## src/rtl/rocc_cmd_queue.sv

```systemverilog
// rocc_cmd_queue: in-order RoCC command FIFO issuing one command at a time
// to an accelerator, tagging results with rd and measuring issue latency.
module rocc_cmd_queue #(
  parameter int QUEUE_DEPTH = 4,
  parameter int DATA_WIDTH  = 64,
  parameter int RD_WIDTH    = 5,
  parameter int LAT_WIDTH   = 32,
  localparam int PTR_W = $clog2(QUEUE_DEPTH),
  localparam int CNT_W = PTR_W + 1
) (
  input  logic                  clock,
  input  logic                  reset,
  input  logic                  cpu_cmd_valid,
  output logic                  cpu_cmd_ready,
  input  logic [6:0]            cpu_cmd_opcode,
  input  logic [RD_WIDTH-1:0]   cpu_cmd_rd,
  input  logic [DATA_WIDTH-1:0] cpu_cmd_rs1,
  input  logic [DATA_WIDTH-1:0] cpu_cmd_rs2,
  output logic                  acc_cmd_valid,
  input  logic                  acc_cmd_ready,
  output logic [6:0]            acc_cmd_opcode,
  output logic [DATA_WIDTH-1:0] acc_cmd_rs1,
  output logic [DATA_WIDTH-1:0] acc_cmd_rs2,
  input  logic                  acc_resp_valid,
  output logic                  acc_resp_ready,
  input  logic [DATA_WIDTH-1:0] acc_resp_data,
  output logic                  cpu_resp_valid,
  input  logic                  cpu_resp_ready,
  output logic [RD_WIDTH-1:0]   cpu_resp_rd,
  output logic [DATA_WIDTH-1:0] cpu_resp_data,
  output logic                  busy,
  output logic [CNT_W-1:0]      occupancy,
  output logic [LAT_WIDTH-1:0]  last_latency
);

  typedef enum logic [1:0] {
    S_IDLE,
    S_ISSUE,
    S_WAIT,
    S_RESP
  } state_t;

  state_t r_state;
  state_t w_state_nxt;

  logic [6:0]            r_op  [QUEUE_DEPTH];
  logic [RD_WIDTH-1:0]   r_rd  [QUEUE_DEPTH];
  logic [DATA_WIDTH-1:0] r_rs1 [QUEUE_DEPTH];
  logic [DATA_WIDTH-1:0] r_rs2 [QUEUE_DEPTH];

  logic [PTR_W-1:0]      r_wptr;
  logic [PTR_W-1:0]      r_rptr;
  logic [CNT_W-1:0]      r_count;
  logic [RD_WIDTH-1:0]   r_rd_hold;
  logic [LAT_WIDTH-1:0]  r_lat;
  logic [LAT_WIDTH-1:0]  r_last_lat;
  logic [RD_WIDTH-1:0]   r_resp_rd;
  logic [DATA_WIDTH-1:0] r_resp_data;

  logic                  w_push;
  logic                  w_pop;
  logic                  w_resp_hs;
  logic [LAT_WIDTH-1:0]  w_lat_inc;

  // ready is forced low while reset is held, then follows fullness only
  assign cpu_cmd_ready = reset && (r_count != CNT_W'(QUEUE_DEPTH));
  assign w_push    = cpu_cmd_valid && cpu_cmd_ready;
  assign w_pop     = (r_state == S_ISSUE) && acc_cmd_ready;
  assign w_resp_hs = (r_state == S_WAIT) && acc_resp_valid;
  assign w_lat_inc = (&r_lat) ? r_lat : r_lat + LAT_WIDTH'(1);

  assign acc_cmd_opcode = r_op[r_rptr];
  assign acc_cmd_rs1    = r_rs1[r_rptr];
  assign acc_cmd_rs2    = r_rs2[r_rptr];
  assign cpu_resp_rd    = r_resp_rd;
  assign cpu_resp_data  = r_resp_data;
  assign occupancy      = r_count;
  assign last_latency   = r_last_lat;
  assign busy           = (r_state != S_IDLE) || (r_count != '0);

  always_ff @(posedge clock) begin
    if (w_push) begin
      r_op[r_wptr]  <= cpu_cmd_opcode;
      r_rd[r_wptr]  <= cpu_cmd_rd;
      r_rs1[r_wptr] <= cpu_cmd_rs1;
      r_rs2[r_wptr] <= cpu_cmd_rs2;
    end
  end

  always_ff @(posedge clock or negedge reset) begin
    if (!reset) begin
      r_wptr  <= '0;
      r_rptr  <= '0;
      r_count <= '0;
    end else begin
      if (w_push) r_wptr <= r_wptr + PTR_W'(1);
      if (w_pop)  r_rptr <= r_rptr + PTR_W'(1);
      if (w_push && !w_pop)      r_count <= r_count + CNT_W'(1);
      else if (!w_push && w_pop) r_count <= r_count - CNT_W'(1);
    end
  end

  always_ff @(posedge clock or negedge reset) begin
    if (!reset) r_state <= S_IDLE;
    else        r_state <= w_state_nxt;
  end

  always_comb begin
    w_state_nxt = r_state;
    unique case (r_state)
      S_IDLE:  if (r_count != '0)  w_state_nxt = S_ISSUE;
      S_ISSUE: if (acc_cmd_ready)  w_state_nxt = S_WAIT;
      S_WAIT:  if (acc_resp_valid) w_state_nxt = S_RESP;
      S_RESP:  if (cpu_resp_ready) w_state_nxt = S_IDLE;
      default:                     w_state_nxt = S_IDLE;
    endcase
  end

  always_comb begin
    acc_cmd_valid  = 1'b0;
    acc_resp_ready = 1'b0;
    cpu_resp_valid = 1'b0;
    unique case (r_state)
      S_ISSUE: acc_cmd_valid  = 1'b1;
      S_WAIT:  acc_resp_ready = 1'b1;
      S_RESP:  cpu_resp_valid = 1'b1;
      default: ;
    endcase
  end

  // counter holds edges since issue; the response edge itself adds one
  always_ff @(posedge clock or negedge reset) begin
    if (!reset) begin
      r_rd_hold   <= '0;
      r_lat       <= '0;
      r_last_lat  <= '0;
      r_resp_rd   <= '0;
      r_resp_data <= '0;
    end else begin
      if (w_pop) begin
        r_rd_hold <= r_rd[r_rptr];
        r_lat     <= '0;
      end else if (r_state == S_WAIT) begin
        r_lat <= w_lat_inc;
      end
      if (w_resp_hs) begin
        r_resp_data <= acc_resp_data;
        r_resp_rd   <= r_rd_hold;
        r_last_lat  <= w_lat_inc;
      end
    end
  end

endmodule
```

## config.mk

```make
export PLATFORM = sky130hd
export DESIGN_NAME = rocc_cmd_queue
export DESIGN_NICKNAME = d
export VERILOG_FILES = /design/src/rtl/rocc_cmd_queue.sv
export SDC_FILE = /design/constraint.sdc
export NUM_CORES = 1
export LEC_CHECK = 0
export BUFFER_PORTS_ARGS = -buffer_cell sky130_fd_sc_hd__buf_2
export CAP_MARGIN = 10
export CORE_MARGIN = 4
export CORE_UTILIZATION = 60
export CTS_BUF_LIST = sky130_fd_sc_hd__clkbuf_16
export CTS_CLUSTER_SIZE = 12
export DETAILED_ROUTE_END_ITERATION = 10
export PLACE_DENSITY = 0.84
export SETUP_SLACK_MARGIN = 0.05
export SLEW_MARGIN = 20
export SYNTH_ARGS = -nofsm -noshare
export SYNTH_HDL_FRONTEND = slang
export SYNTH_SLANG_ARGS = --single-unit
```

## constraint.sdc

```tcl
create_clock -name clock -period 14.63 [get_ports clock]
set_input_delay 2.926 -clock clock [delete_from_list [all_inputs] [get_ports clock]]
set_output_delay 2.926 -clock clock [all_outputs]
set_load 0.005 [all_outputs]
```

==> flow_summary.ini <==
[cts]
post_cts_resized = 0
clkSlewWorstSetupHoldPaths_ps = 60
clockBufferDepth = 3
htree_levels = 3
post_cts_buffers = 0
clock-sinks = 707
cts_root_buffer = clkbuf_16
cts_buffers = 71
cts_tree = done
clk_latency_ps = 590
postCtsHoldBufs = 0

[floorplan]
die_area_mm2 = 0.0485
core.rowCount = 77
design.core.area_mm2 = 0.0444
die_w_um = 220
io_pins = 454
die_y_um = 220
start_util = 0.609

[grt]
grt_usage = 0.283
grt_max_degree = 110
overflow = 0
grt_pass1_vias = 16200
grt_first_pass_wirelength_mm = 101
antenna_found_initial = 21

[outcome]
outcome = finished, final reports clean

[worst_setup_path]
criticalPathCategory = input port to output port
cp_max_fo = 78
cp.arrival_ps = 4410
crit_slowest_cell = a21boi_0
critPathBufInv = 2
r2r_slack_ps = 11110
cpPeakStageDelay_ps = 620
worst_path_dominant_cell_family = buffers and inverters
start_kind = input port
cp.required_ps = 11700
cp-end-kind = output port
path_cells = buf_6 -> a21boi_0 -> buf_2

[detailed_routing]
drt_first_pass_iters = 7
vias = 15900
avgRoutedWirePerCell_um = 26.2
wl_mm = 68.6
via_per_inst = 6.08
drc_errors = 0
antenna_left = 0
first_iter_violations = 1470

[synth]
yosysWarnings = 0
syn-num-nets = 1733
syn_inst = 1511
synth_edf_count = 560
synth_area_leaders = edfxtp_1, dfrtp_1, mux4_2
ys.flop_type = edfxtp_1
synth.distinct_cells = 55
yosys_register_bits = 707
synth_area_mm2 = 0.0270
yosysSeqAreaShare = 0.758
avgSynthCellArea_um2 = 17.9
synth_area_leader_cell = edfxtp_1
synth_top_area_share = 0.622
async_flop_share = 0.208

[timing]
slew_headroom = 0.269
hold_viol = 0
max_freq_mhz = 136
setup_viol = 0
finalCriticalPeriod_ps = 7340
fin_skew_ps = 20.0
finalCritPeriodShare = 0.501
rsz0062_at_grt = no
worst_slack_ps = 7290
hold_ws_ps = 468
maxSlewViolCount = 0
setup_tns_ps = 0
worst_slew_pin_slew_ps = 1100

[placed_design]
portBuffers = 453
dp_hpwl_mm = 40.3
pre_cts_ws_ps = 7280
placed_cells = 2490
gp_congestion = 0.911

[layout]
layout_commonest_cell = edfxtp_1
area_growth_syn_to_layout_pct = 18.1
fillers = 2626
drive_gt1_frac = 0.353
fin_cells = 2615
fin_nets = 2194
final_cell_mix = edfxtp_1, buf_2, nand2_1
final_core_util = 0.719

[power_and_ir_drop]
powerDensity_mw_per_mm2 = 186
power.ir.vdd_worst_mv = 0.150
p_leak_nw = 12.1

[flow_run]
drv_cap = 0

[worst_hold_path]
hold_class = register to register
per-stage QoR:
step	cell area [um2]	power (mW)
after floorplan	27000	3.61
after global placement	29900	4.28
after detailed placement	29900	4.33
after CTS	31900	5.99
after global routing	31900	6.23
final	31900	5.94
state kept, by name, summed over array words and instances, names as in the netlist:
name and count:
cpu_resp_data 64, cpu_resp_rd 5, last_latency 32, occupancy 3
r_lat 32, r_op 28, r_rd 20, r_rd_hold 5
r_rptr 2, r_rs1 256, r_rs2 256, r_state 2
r_wptr 2
tightest hold or removal path, delay by kind of cell (launching register included):
family           cells  cell delay, ps
flip-flops           1             330
AND/OR/NAND/NOR      2             110
power by group:
part | switching, mW | total, mW | internal (mW)
Combinational | 0.881 | 1.62 | 0.739
Clock | 0.727 | 1.62 | 0.894
Sequential | 0.188 | 2.70 | 2.51
Total | 1.80 | 5.94 | 4.14
metal layers:
layer,global-route usage,up-vias,part of all wire
li1,-,6810,-
met1,0.344,7970,0.34
met2,0.481,924,0.52
met3,0.0784,169,0.097
met4,0.120,16,0.043
met5,0,-,0.0017
logic make-up after synthesis:
family                   Yosys count  share of synthesized area
AO/OA/AOI/OAI                    119                     0.0255
XOR/XNOR                          17                    0.00551
adder cells (fa/ha/maj)           12                    0.00583
buffers and inverters             91                     0.0141
flip-flops                       707                      0.758
multiplexers                     144                      0.118
AND/OR/NAND/NOR                  421                     0.0728
cell usage after synthesis, types with 2 or more instances:
| cell | number |
|---|---|
| nand3_1 | 16 |
| o21ai_1 | 12 |
| and3_1 | 8 |
| nor3_1 | 7 |
| ha_1 | 11 |
| inv_1 | 10 |
| buf_4 | 3 |
| nor4_1 | 6 |
| and4_1 | 5 |
| xnor2_1 | 7 |
| mux2_2 | 2 |
| xor2_1 | 10 |
| and2_1 | 4 |
| o211ai_1 | 2 |
| or4_1 | 12 |
| a31oi_1 | 18 |
| nand4_1 | 18 |
| clkbuf_1 | 40 |
| or2_2 | 5 |
| mux4_2 | 140 |
| nand2_1 | 257 |
| or3_1 | 43 |
| buf_6 | 2 |
| nor2_1 | 29 |
| o21ai_0 | 41 |
| buf_1 | 25 |
| or4_4 | 2 |
| a21oi_1 | 27 |
| o31ai_1 | 9 |
| dfrtp_1 | 147 |
| mux2i_1 | 2 |
| buf_2 | 9 |
| edfxtp_1 | 560 |
area by class of cell:
class	count	area [um2]	area share
flip-flops and latches	707	20500	0.642
repair buffers	468	2410	0.0755
inverters	11	41.3	0.00129
clock inverters	37	173	0.00541
multi-input cells	713	6190	0.194
well taps	592	741	0.0232
clock buffers	73	1830	0.0572
diodes	14	35.0	0.00110
path summary, 6_finish.rpt:
path / start / endpoint / cells past startpoint
min reg2reg: cpu_resp_data[45]$_DFFE_PN0P_ / cpu_resp_data[45]$_DFFE_PN0P_ / 2
min in group asynchronous: reset / cpu_resp_data[25]$_DFFE_PN0P_ / 1
max: reset / cpu_cmd_ready / 3
max reg2reg: occupancy[0]$_DFFE_PN0P_ / r_rs2[2][39]$_DFFE_PP_ / 4
max in group asynchronous: reset / cpu_resp_data[12]$_DFFE_PN0P_ / 2
min: cpu_resp_data[45]$_DFFE_PN0P_ / cpu_resp_data[45]$_DFFE_PN0P_ / 2
(Power assumes the default switching activity.)
